File: config.mk
export PLATFORM = sky130hd
export DESIGN_NAME = uart_tx_mmio
export DESIGN_NICKNAME = d
export VERILOG_FILES = /design/src/rtl/uart_mmio_pkg.sv /design/src/rtl/sync_fifo.sv /design/src/rtl/uart_tx_mmio.sv
export SDC_FILE = /design/constraint.sdc
export NUM_CORES = 1
export LEC_CHECK = 0
export BUFFER_PORTS_ARGS = -buffer_cell sky130_fd_sc_hd__buf_2
export CAP_MARGIN = 20
export CORE_MARGIN = 2
export CORE_UTILIZATION = 55
export DETAILED_ROUTE_END_ITERATION = 7
export GPL_TIMING_DRIVEN = 0
export PLACE_DENSITY_LB_ADDON = 0.12
export SLEW_MARGIN = 10
export SYNTH_ARGS = -nofsm -noshare
export SYNTH_HDL_FRONTEND = slang
export SYNTH_HIERARCHICAL = 1
export SYNTH_SLANG_ARGS = --single-unit
File: constraint.sdc
create_clock -name clk -period 3.8 [get_ports clk]
set_clock_uncertainty 0.2 [all_clocks]
set_input_delay 0.19 -clock clk [delete_from_list [all_inputs] [get_ports clk]]
set_output_delay 0.19 -clock clk [all_outputs]
set_load 0.01 [all_outputs]
File: src/rtl/uart_mmio_pkg.sv
// Shared types and register map for the memory-mapped UART transmitter.
package uart_mmio_pkg;

  typedef enum logic [1:0] {
    IDLE  = 2'd0,
    START = 2'd1,
    DATA  = 2'd2,
    STOP  = 2'd3
  } tx_state_t;

  // Word offsets, decoded from a[3:2]
  localparam logic [1:0] TXDATA_OFS = 2'd0;
  localparam logic [1:0] STATUS_OFS = 2'd1;
  localparam logic [1:0] CTRL_OFS   = 2'd2;

  localparam int unsigned ST_FULL  = 0;
  localparam int unsigned ST_EMPTY = 1;
  localparam int unsigned ST_BUSY  = 2;
  localparam int unsigned ST_OVF   = 3;
  localparam int unsigned ST_COUNT = 8;

  localparam int unsigned CTRL_EN  = 0;

endpackage

File: src/rtl/sync_fifo.sv
// Single-clock FIFO with first-word-fall-through output; push when full and
// pop when empty are ignored.
module sync_fifo #(
  parameter int unsigned WIDTH = 8,
  parameter int unsigned DEPTH = 8
) (
  input  logic                       clk,
  input  logic                       reset,
  input  logic                       push,
  input  logic                       pop,
  input  logic [WIDTH-1:0]           din,
  output logic [WIDTH-1:0]           dout,
  output logic                       full,
  output logic                       empty,
  output logic [$clog2(DEPTH):0]     count
);

  localparam int unsigned PTR_W = $clog2(DEPTH);
  localparam int unsigned CNT_W = PTR_W + 1;

  logic [WIDTH-1:0] mem [DEPTH];
  logic [PTR_W-1:0] wr_ptr_q, rd_ptr_q;
  logic [CNT_W-1:0] count_q;
  logic             push_ok, pop_ok;

  assign full    = (count_q == CNT_W'(DEPTH));
  assign empty   = (count_q == '0);
  assign count   = count_q;
  assign dout    = mem[rd_ptr_q];
  assign push_ok = push & ~full;
  assign pop_ok  = pop & ~empty;

  always_ff @(posedge clk or posedge reset) begin
    if (reset) begin
      wr_ptr_q <= '0;
      rd_ptr_q <= '0;
      count_q  <= '0;
    end else begin
      if (push_ok) wr_ptr_q <= wr_ptr_q + PTR_W'(1);
      if (pop_ok)  rd_ptr_q <= rd_ptr_q + PTR_W'(1);
      count_q <= count_q + CNT_W'(push_ok) - CNT_W'(pop_ok);
    end
  end

  // Storage needs no reset; occupancy is tracked by the pointers
  always_ff @(posedge clk) begin
    if (push_ok) mem[wr_ptr_q] <= din;
  end

endmodule

File: src/rtl/uart_tx_mmio.sv
// Bus-attached 8N1 UART transmitter: address decode, control/status registers,
// TX FIFO and serializer FSM.
module uart_tx_mmio
  import uart_mmio_pkg::*;
#(
  parameter int unsigned CLKS_PER_BIT = 868,
  parameter int unsigned FIFO_DEPTH   = 8,
  parameter logic [31:0] BASE_ADR     = 32'hFFFF_0000
) (
  input  logic        clk,
  input  logic        reset,
  input  logic        we,
  input  logic [31:0] a,
  input  logic [31:0] wd,
  output logic [31:0] rd,
  output logic        sel,
  output logic        tx
);

  localparam int unsigned BAUD_W = (CLKS_PER_BIT > 1) ? $clog2(CLKS_PER_BIT) : 1;
  localparam int unsigned CNT_W  = $clog2(FIFO_DEPTH) + 1;
  localparam logic [BAUD_W-1:0] BAUD_LAST = BAUD_W'(CLKS_PER_BIT - 1);

  logic [1:0]       ofs;
  logic             wr_txdata, wr_status, wr_ctrl;
  logic             enable_q, overflow_q;
  logic             fifo_full, fifo_empty, fifo_pop;
  logic [7:0]       fifo_dout;
  logic [CNT_W-1:0] fifo_count;

  tx_state_t        state_q, state_d;
  logic [BAUD_W-1:0] baud_q, baud_d;
  logic [2:0]       bit_q, bit_d;
  logic [7:0]       shift_q, shift_d;
  logic             tx_d;
  logic             baud_end;
  logic             unused_bits;

  assign unused_bits = ^{wd[31:8], a[1:0]};

  // Address decode
  assign sel       = (a[31:4] == BASE_ADR[31:4]);
  assign ofs       = a[3:2];
  assign wr_txdata = we & sel & (ofs == TXDATA_OFS);
  assign wr_status = we & sel & (ofs == STATUS_OFS);
  assign wr_ctrl   = we & sel & (ofs == CTRL_OFS);

  sync_fifo #(
    .WIDTH (8),
    .DEPTH (FIFO_DEPTH)
  ) u_fifo (
    .clk   (clk),
    .reset (reset),
    .push  (wr_txdata),
    .pop   (fifo_pop),
    .din   (wd[7:0]),
    .dout  (fifo_dout),
    .full  (fifo_full),
    .empty (fifo_empty),
    .count (fifo_count)
  );

  // Control and sticky overflow; a drop is judged on pre-edge fullness
  always_ff @(posedge clk or posedge reset) begin
    if (reset) begin
      enable_q   <= 1'b1;
      overflow_q <= 1'b0;
    end else begin
      if (wr_ctrl) enable_q <= wd[CTRL_EN];
      if (wr_txdata && fifo_full)      overflow_q <= 1'b1;
      else if (wr_status && wd[ST_OVF]) overflow_q <= 1'b0;
    end
  end

  // Combinational read path
  always_comb begin
    rd = '0;
    if (sel) begin
      unique case (ofs)
        STATUS_OFS: begin
          rd[ST_FULL]            = fifo_full;
          rd[ST_EMPTY]           = fifo_empty;
          rd[ST_BUSY]            = (state_q != IDLE);
          rd[ST_OVF]             = overflow_q;
          rd[ST_COUNT +: CNT_W]  = fifo_count;
        end
        CTRL_OFS: rd[CTRL_EN] = enable_q;
        default:  rd = '0;
      endcase
    end
  end

  always_ff @(posedge clk or posedge reset) begin
    if (reset) begin
      state_q <= IDLE;
      baud_q  <= '0;
      bit_q   <= '0;
      shift_q <= '0;
      tx      <= 1'b1;
    end else begin
      state_q <= state_d;
      baud_q  <= baud_d;
      bit_q   <= bit_d;
      shift_q <= shift_d;
      tx      <= tx_d;
    end
  end

  assign baud_end = (baud_q == BAUD_LAST);

  // Serializer next state; tx is derived from the next state so it is a flop
  always_comb begin
    state_d  = state_q;
    baud_d   = baud_q;
    bit_d    = bit_q;
    shift_d  = shift_q;
    fifo_pop = 1'b0;
    unique case (state_q)
      IDLE: begin
        if (enable_q && !fifo_empty) begin
          fifo_pop = 1'b1;
          shift_d  = fifo_dout;
          bit_d    = '0;
          baud_d   = '0;
          state_d  = START;
        end
      end
      START: begin
        if (baud_end) begin
          baud_d  = '0;
          state_d = DATA;
        end else begin
          baud_d = baud_q + BAUD_W'(1);
        end
      end
      DATA: begin
        if (baud_end) begin
          baud_d  = '0;
          shift_d = shift_q >> 1;
          if (bit_q == 3'd7) state_d = STOP;
          else               bit_d   = bit_q + 3'd1;
        end else begin
          baud_d = baud_q + BAUD_W'(1);
        end
      end
      STOP: begin
        if (baud_end) begin
          baud_d = '0;
          if (enable_q && !fifo_empty) begin
            fifo_pop = 1'b1;
            shift_d  = fifo_dout;
            bit_d    = '0;
            state_d  = START;
          end else begin
            state_d = IDLE;
          end
        end else begin
          baud_d = baud_q + BAUD_W'(1);
        end
      end
      default: state_d = IDLE;
    endcase

    unique case (state_d)
      START:   tx_d = 1'b0;
      DATA:    tx_d = shift_d[0];
      default: tx_d = 1'b1;
    endcase
  end

endmodule

Word-level counts from Yosys, hierarchy flattened:

Memories as Yosys holds them, arrays and structs flattened.
Cells that the tools add are included.
Widths: inputs -> output; s select.

* bits in registers: 36
* bits in latches: 0
* RAM bits: 64
* ROM bits: 0
* input bits: 67
* output and inout port bits: 34
* memories: 1

Memories
* u_fifo.mem: words 8, bits a word 8, rd ports 1, clocked after Yosys merged registers in 0, write ports 1, RTL line sync_fifo.sv:21 `logic [WIDTH-1:0] mem [DEPTH];`

* add/sub/neg operators: 6
* multiply operators: 0
* divide/modulo/power cells: 0
* magnitude comparators: 0
* equality and inequality tests: 15
* shift-type cells: 0
* mux-type cells: 31
* bitwise gates (word level): 8
* reduce and logical (&&, ||, !) cells: 13

Operators with widths (count)
* $eq 28x28->1 const B: 1
* $mux 8: 3
* $pmux 8 s3: 1
* $mux 10: 2
* $pmux 10 s2: 1
* $mux 3: 5
* $mux 12: 1
* $add 10x1->10 const B: 1
* $eq 10x10->1 const B: 1
* $mux 2: 5
* $add 3x1->3 const B: 3
* $pmux 3 s3: 1
* $eq 2x2->1 const B: 4
* $ne 2x2->1 const B: 4
* $pmux 2 s4: 1
* $mux 1: 7
* $and 1x1->1: 6
* $eq 2x1->1 const B: 3
* $pmux 1 s2: 3
* $add 4x1->4: 1
* $eq 4x4->1 const B: 1
* $logic_not 2->1: 2
* $logic_not 4->1: 1
* $mux 4: 1
* 10 further kinds: 14

Depth between registers and ports, before layout:

* depth after elaboration: 8
* mapped depth: 14

Modules after synthesis:

The synthesis kept the hierarchy.

By module, submodules not included
* sync_fifo: instances 1, cells an instance 152, area an instance 3071.7 µm², sequential area each 2172.1 µm²
* uart_tx_mmio: instances 1, cells an instance 220, area an instance 1963.1 µm², sequential area each 653.1 µm²

Worst setup path after synthesis:

Ideal clock, no wire load.

* path type: register to register
* start: register u_fifo.count_q[2] (netlist: u_fifo/count[2])
* end: register u_fifo.count_q[2] (netlist: u_fifo/count[2])
* setup time: 0.123 ns
* data arrival time: 2.620 ns
* required time: 3.477 ns
* slack: 0.857 ns
* stages on the path, launching flop included: 15
* buffers on the path: 1
* cells stage by stage: dfrtp_1 inv_1 ha_1 nor3b_1 nand2b_1 clkbuf_1 nor3_1 nand2b_1 inv_1 ha_1 inv_1 ha_1 inv_1 fa_1 xnor2_1

* cells in the longest elaborated chain, start to end: 8
* elaborated cells on any way between the ends: 13
* those cells by class: add/sub (2); eq/ne (1); mux (3); bitwise (4); reduce/logical (3)

RTL lines
* from (decl): RTL line sync_fifo.sv:23 `logic [CNT_W-1:0] count_q;`
* from (signal assigned): RTL line sync_fifo.sv:41 `count_q <= count_q + CNT_W'(push_ok) - CNT_W'(pop_ok);`
* $logic_not 4->1 *: RTL line sync_fifo.sv:27 `assign empty = (count_q == '0);`
* net fifo_empty: RTL line uart_tx_mmio.sv:27 `logic fifo_full, fifo_empty, fifo_pop;`
* $logic_not 1->1 *: RTL line uart_tx_mmio.sv:120, uart_tx_mmio.sv:149
* $logic_and 1x1->1 *: RTL line uart_tx_mmio.sv:120, uart_tx_mmio.sv:149
* $mux 1 *: RTL line uart_tx_mmio.sv:120, uart_tx_mmio.sv:149
* $mux 1: RTL line uart_tx_mmio.sv:147 `if (baud_end) begin`
* $pmux 1 s2 *: RTL line uart_tx_mmio.sv:118 `unique case (state_q)`
* net fifo_pop: RTL line uart_tx_mmio.sv:27
* $and 1x1->1 *: RTL line sync_fifo.sv:31 `assign pop_ok = pop & ~empty;`
* net u_fifo.pop_ok: RTL line sync_fifo.sv:24 `logic push_ok, pop_ok;`
* $sub 4x1->4 *: RTL line sync_fifo.sv:41

The timed path passes the listed nets; every way through them passes the cells marked *.
A chain may end at the register's enable or synchronous reset.

Worst setup path in the final report:

* start: register state_q[1]
* end: register u_fifo.count_q[2] (netlist: u_fifo/count[2])

* cells in the longest elaborated chain, start to end: 4
* elaborated cells on any way between the ends: 5
* those cells by class: add/sub (1); eq/ne (1); mux (1); bitwise (1); reduce/logical (1)

RTL lines
* from (decl): RTL line uart_tx_mmio.sv:31 `tx_state_t state_q, state_d;`
* from (signal assigned): RTL line uart_tx_mmio.sv:101 `state_q <= state_d;`
* $eq 2x2->1 or $logic_not 2->1 (tied branches): RTL line uart_tx_mmio.sv:118
* $pmux 1 s2 *: RTL line uart_tx_mmio.sv:118
* net fifo_pop: RTL line uart_tx_mmio.sv:27
* $and 1x1->1 *: RTL line sync_fifo.sv:31
* net u_fifo.pop_ok: RTL line sync_fifo.sv:24
* $sub 4x1->4 *: RTL line sync_fifo.sv:41

Marks and branches as above.

==> metrics <==
result of the run finished, final reports clean; number of nets in the final layout approximately 550; top_reg_cell synth sky130_fd_sc_hd__edfxtp_1; R2R cell count 13; power share of the sequential group between 50% and 60%; Max Buffers Root-to-Sink 2; # IOs 101; Leak 0.00254 uW; FMAX 296 MHz; Yosys warnings 6; effective utilization at floorplan a little under three fifths; pre-CTS WS 243 ps; count of final hold-check violations 0; Setup crit end u_fifo/count[2]; proportion of power drawn by the clock network a little under two fifths; arithmetic-cell share of the synthesized area counting full adders, half adders and majority gates 5.12%; CTS tree built; net switching power of the design between 400 and 500 uW; DRT Wirelength 9.58 mm; crit path max fanout 10; number of failing setup endpoints in the final timing report 0; die height 99.7 microns; total power of the final layout just under 2000 uW; maximum number of pins on one net before global-route repair 27; share of the clock period used by the worst path around nine tenths; number of antenna cells inserted 0; buffer type at the clock tree root sky130_fd_sc_hd__clkbuf_8; Crit Path Class flip-flop to flip-flop; post-CTS clock slew at the launch and capture registers of the worst setup and hold paths between 100 and 150 ps; worst hold path startpoint a[26]; H-Tree Level Count 3; Post-Synth Simple-Gate Area 11.9%; share of total power in combinational logic approximately 4.3%; global-route congestion overflow total 0; detailed-placement wirelength estimate approximately 6.7 mm; xor/xnor cell area share of the yosys netlist under 10%; cell internal power dissipation approximately 1500 uW; worst hold-check path type input pin to flip-flop; FP Rows 34; complex-gate fraction of the synthesized area about 6.2%; PortBufs 50; origin of the critical flop-to-flop path state_q[1]; endpoint kind of the worst setup timing path flip-flop; layout cell share with drive strength beyond 1 approximately a quarter; multiplexer area fraction after synthesis 11.4%; width of the chip about 100 microns; first-pass GRT wire length approximately 15 mm; slew at the pin closest to its max-slew limit approximately 950 ps; worst-case vdd ir drop between 200 and 300 uV; power density cells 334 mW/mm^2; most common cell after layout, fill and taps aside sky130_fd_sc_hd__edfxtp_1; largest family of logic cells by synthesized area simple AND/OR/NAND/NOR gates; number of detailed-routing iterations run before antenna repair 4; All-Layer GR Usage around a fifth; setup tns final 0 ps; number of nets still failing antenna checks after routing 0; post-synthesis cell area 0.00503 sq mm; most used cells in the layout excluding fill and tap cells sky130_fd_sc_hd__edfxtp_1, sky130_fd_sc_hd__buf_2, sky130_fd_sc_hd__dfrtp_1; clock insertion delay at the later pin of the skew report around 360 ps; via count of the first global-routing pass about 3,000; PnR worst setup slack approximately 420 ps; register bit count reported by yosys 100; via count 3,188; final-report max-slew violation count 0; fill cell count approximately 700; setup slack of the worst register-to-register path ~420 ps; clock buffers created by TritonCTS 9; DR vias/cell roughly 5.5; switching power share of the total approximately 22%; Arrival @ worst endpoint 3440 ps; number of distinct library cells after synthesis 62; critical path launch point type flip-flop; Critical Path Start state_q[1]; Tmin final between 3000 and 4000 ps; unrepaired setup endpoints after global routing false; share of flip-flops with an asynchronous set or reset after synthesis a little over a third; Layout area overhead 16.5%; Relative slew margins between 30% and 40%; Residual DRC 0; EDFF count, synth 64; gate count of the mapped netlist between 300 and 400; average size of a mapped cell 13.5 sq um; final RePlAce weighted congestion 0.816; Core Area around 0.0088 sq mm; Reg-to-Reg End u_fifo/count[2]; antenna violations before repair 0; number of max-cap violations 0; required time of the critical path a little under 4000 ps; routed length per placed instance approximately 17 microns; initial drt markers 122; number of clock sinks 100; part of the Yosys area used for sequential elements between 50% and 60%; overall die area slightly below 0.01 sq mm
==> power by group through the flow <==
stage	clock [uW]	combinational [uW]	sequential [uW]
floorplan	0	38.9	1180
detailed placement	0	71.7	1180
global placement	0	69.4	1180
finish	719	83.4	1160
CTS	742	79.8	1160
global route	785	93.0	1160
==> synth_stat cells (all sizes together), types with 2 or more instances <==
cell / count / area [sq um]
dfrtp: 34 / 851
and2: 2 / 12.5
nor3: 7 / 51.3
a31oi: 7 / 43.8
nor2: 21 / 78.8
xnor2: 8 / 70.1
and3: 10 / 62.6
nor4: 3 / 25.0
nand2b: 5 / 38.8
a22oi: 2 / 15.0
a21oi: 12 / 63.8
edfxtp: 64 / 1920
nand2: 29 / 109
xor2: 7 / 61.3
a41oi: 2 / 25.0
clkbuf: 5 / 18.8
nand3: 7 / 35.0
ha: 19 / 238
mux2: 12 / 135
inv: 17 / 63.8
nor3b: 3 / 27.5
dfstp: 2 / 52.6
mux2i: 2 / 20.0
or3b: 2 / 20.0
buf: 32 / 249
a22o: 4 / 35.0
mux4: 16 / 420
and4: 2 / 17.5
o21ai: 10 / 50.1
nand4: 8 / 50.1
==> repair_timing <==
item | in CTS | in global routing
hold endpoints to repair | 100 | 0
gates resized for setup | 0 | 1
hold buffers | 10 | 0
setup buffers | 0 | 0
setup endpoints to repair | 0 | 3
==> layer usage <==
metal	global-route usage (%)	routed length [microns]	up-vias
met2	32.1	4920	66
li1	-	-	1541
met1	28.6	4270	1573
met4	4.21	87	0
met3	4.43	303	8
met5	0	0	-
==> stage by stage <==
stage,std cells,hold WS [ps],area [sq um],util [%]
floorplan,395,-170,5120,-
global placement,553,1.20,5510,62.5
detailed placement,553,9.14,5520,62.6
CTS,579,68.9,5830,66.2
global route,580,87.4,5860,66.6
finish,580,84.8,5860,66.6
==> cells by family after synthesis <==
family	Yosys count
buf+inv	54
flops	100
xor+xnor	15
fa+ha+maj	20
simple gates	106
mux	30
other cells	1
compound gates	46
==> worst max-delay path, cell delays in order, from the launching register on <==
cell and delay, ps:
sky130_fd_sc_hd__dfrtp_1 480, sky130_fd_sc_hd__inv_1 140, sky130_fd_sc_hd__ha_1 190, sky130_fd_sc_hd__clkbuf_1 370
sky130_fd_sc_hd__a41oi_2 200, sky130_fd_sc_hd__nor3_1 420, sky130_fd_sc_hd__nand2b_1 200, sky130_fd_sc_hd__inv_1 110
sky130_fd_sc_hd__ha_1 220, sky130_fd_sc_hd__inv_1 50, sky130_fd_sc_hd__ha_1 150, sky130_fd_sc_hd__inv_1 50
sky130_fd_sc_hd__fa_1 370, sky130_fd_sc_hd__xnor2_1 130
==> sequential cells by signal, summed over array words and instances, names as in the netlist <==
| name | count |
|---|---|
| tx | 1 |
| overflow_q | 1 |
| baud_q | 10 |
| shift_q | 8 |
| u_fifo/wr_ptr_q | 3 |
| u_fifo/count | 4 |
| state_q | 2 |
| bit_q | 3 |
| enable_q | 1 |
| u_fifo/rd_ptr_q | 3 |
| u_fifo/mem | 64 |
==> final cells by class <==
type	count	area (sq um)	share of cell area, %
plain buffers	37	268	4.57
clock buffers	9	124	2.11
clock inverters	7	91.3	1.56
inverters	17	63.8	1.09
multi-input cells	241	1980	33.8
flip-flops and latches	100	2830	48.2
well taps	108	135	2.30
repair buffers	61	378	6.44
==> worst min path at each step <==
stage | end | slack, ps | cells after the start
final | enable_q | 80 | 5
after global routing | enable_q | 90 | 5
after CTS | enable_q | 70 | 5
after detailed placement | u_fifo/count[3] | 9 | 2
after global placement | u_fifo/count[3] | 1 | 2
after floorplan | u_fifo/count[0] | -170 | 1
Note: power is estimated with default switching activity, not from simulation.
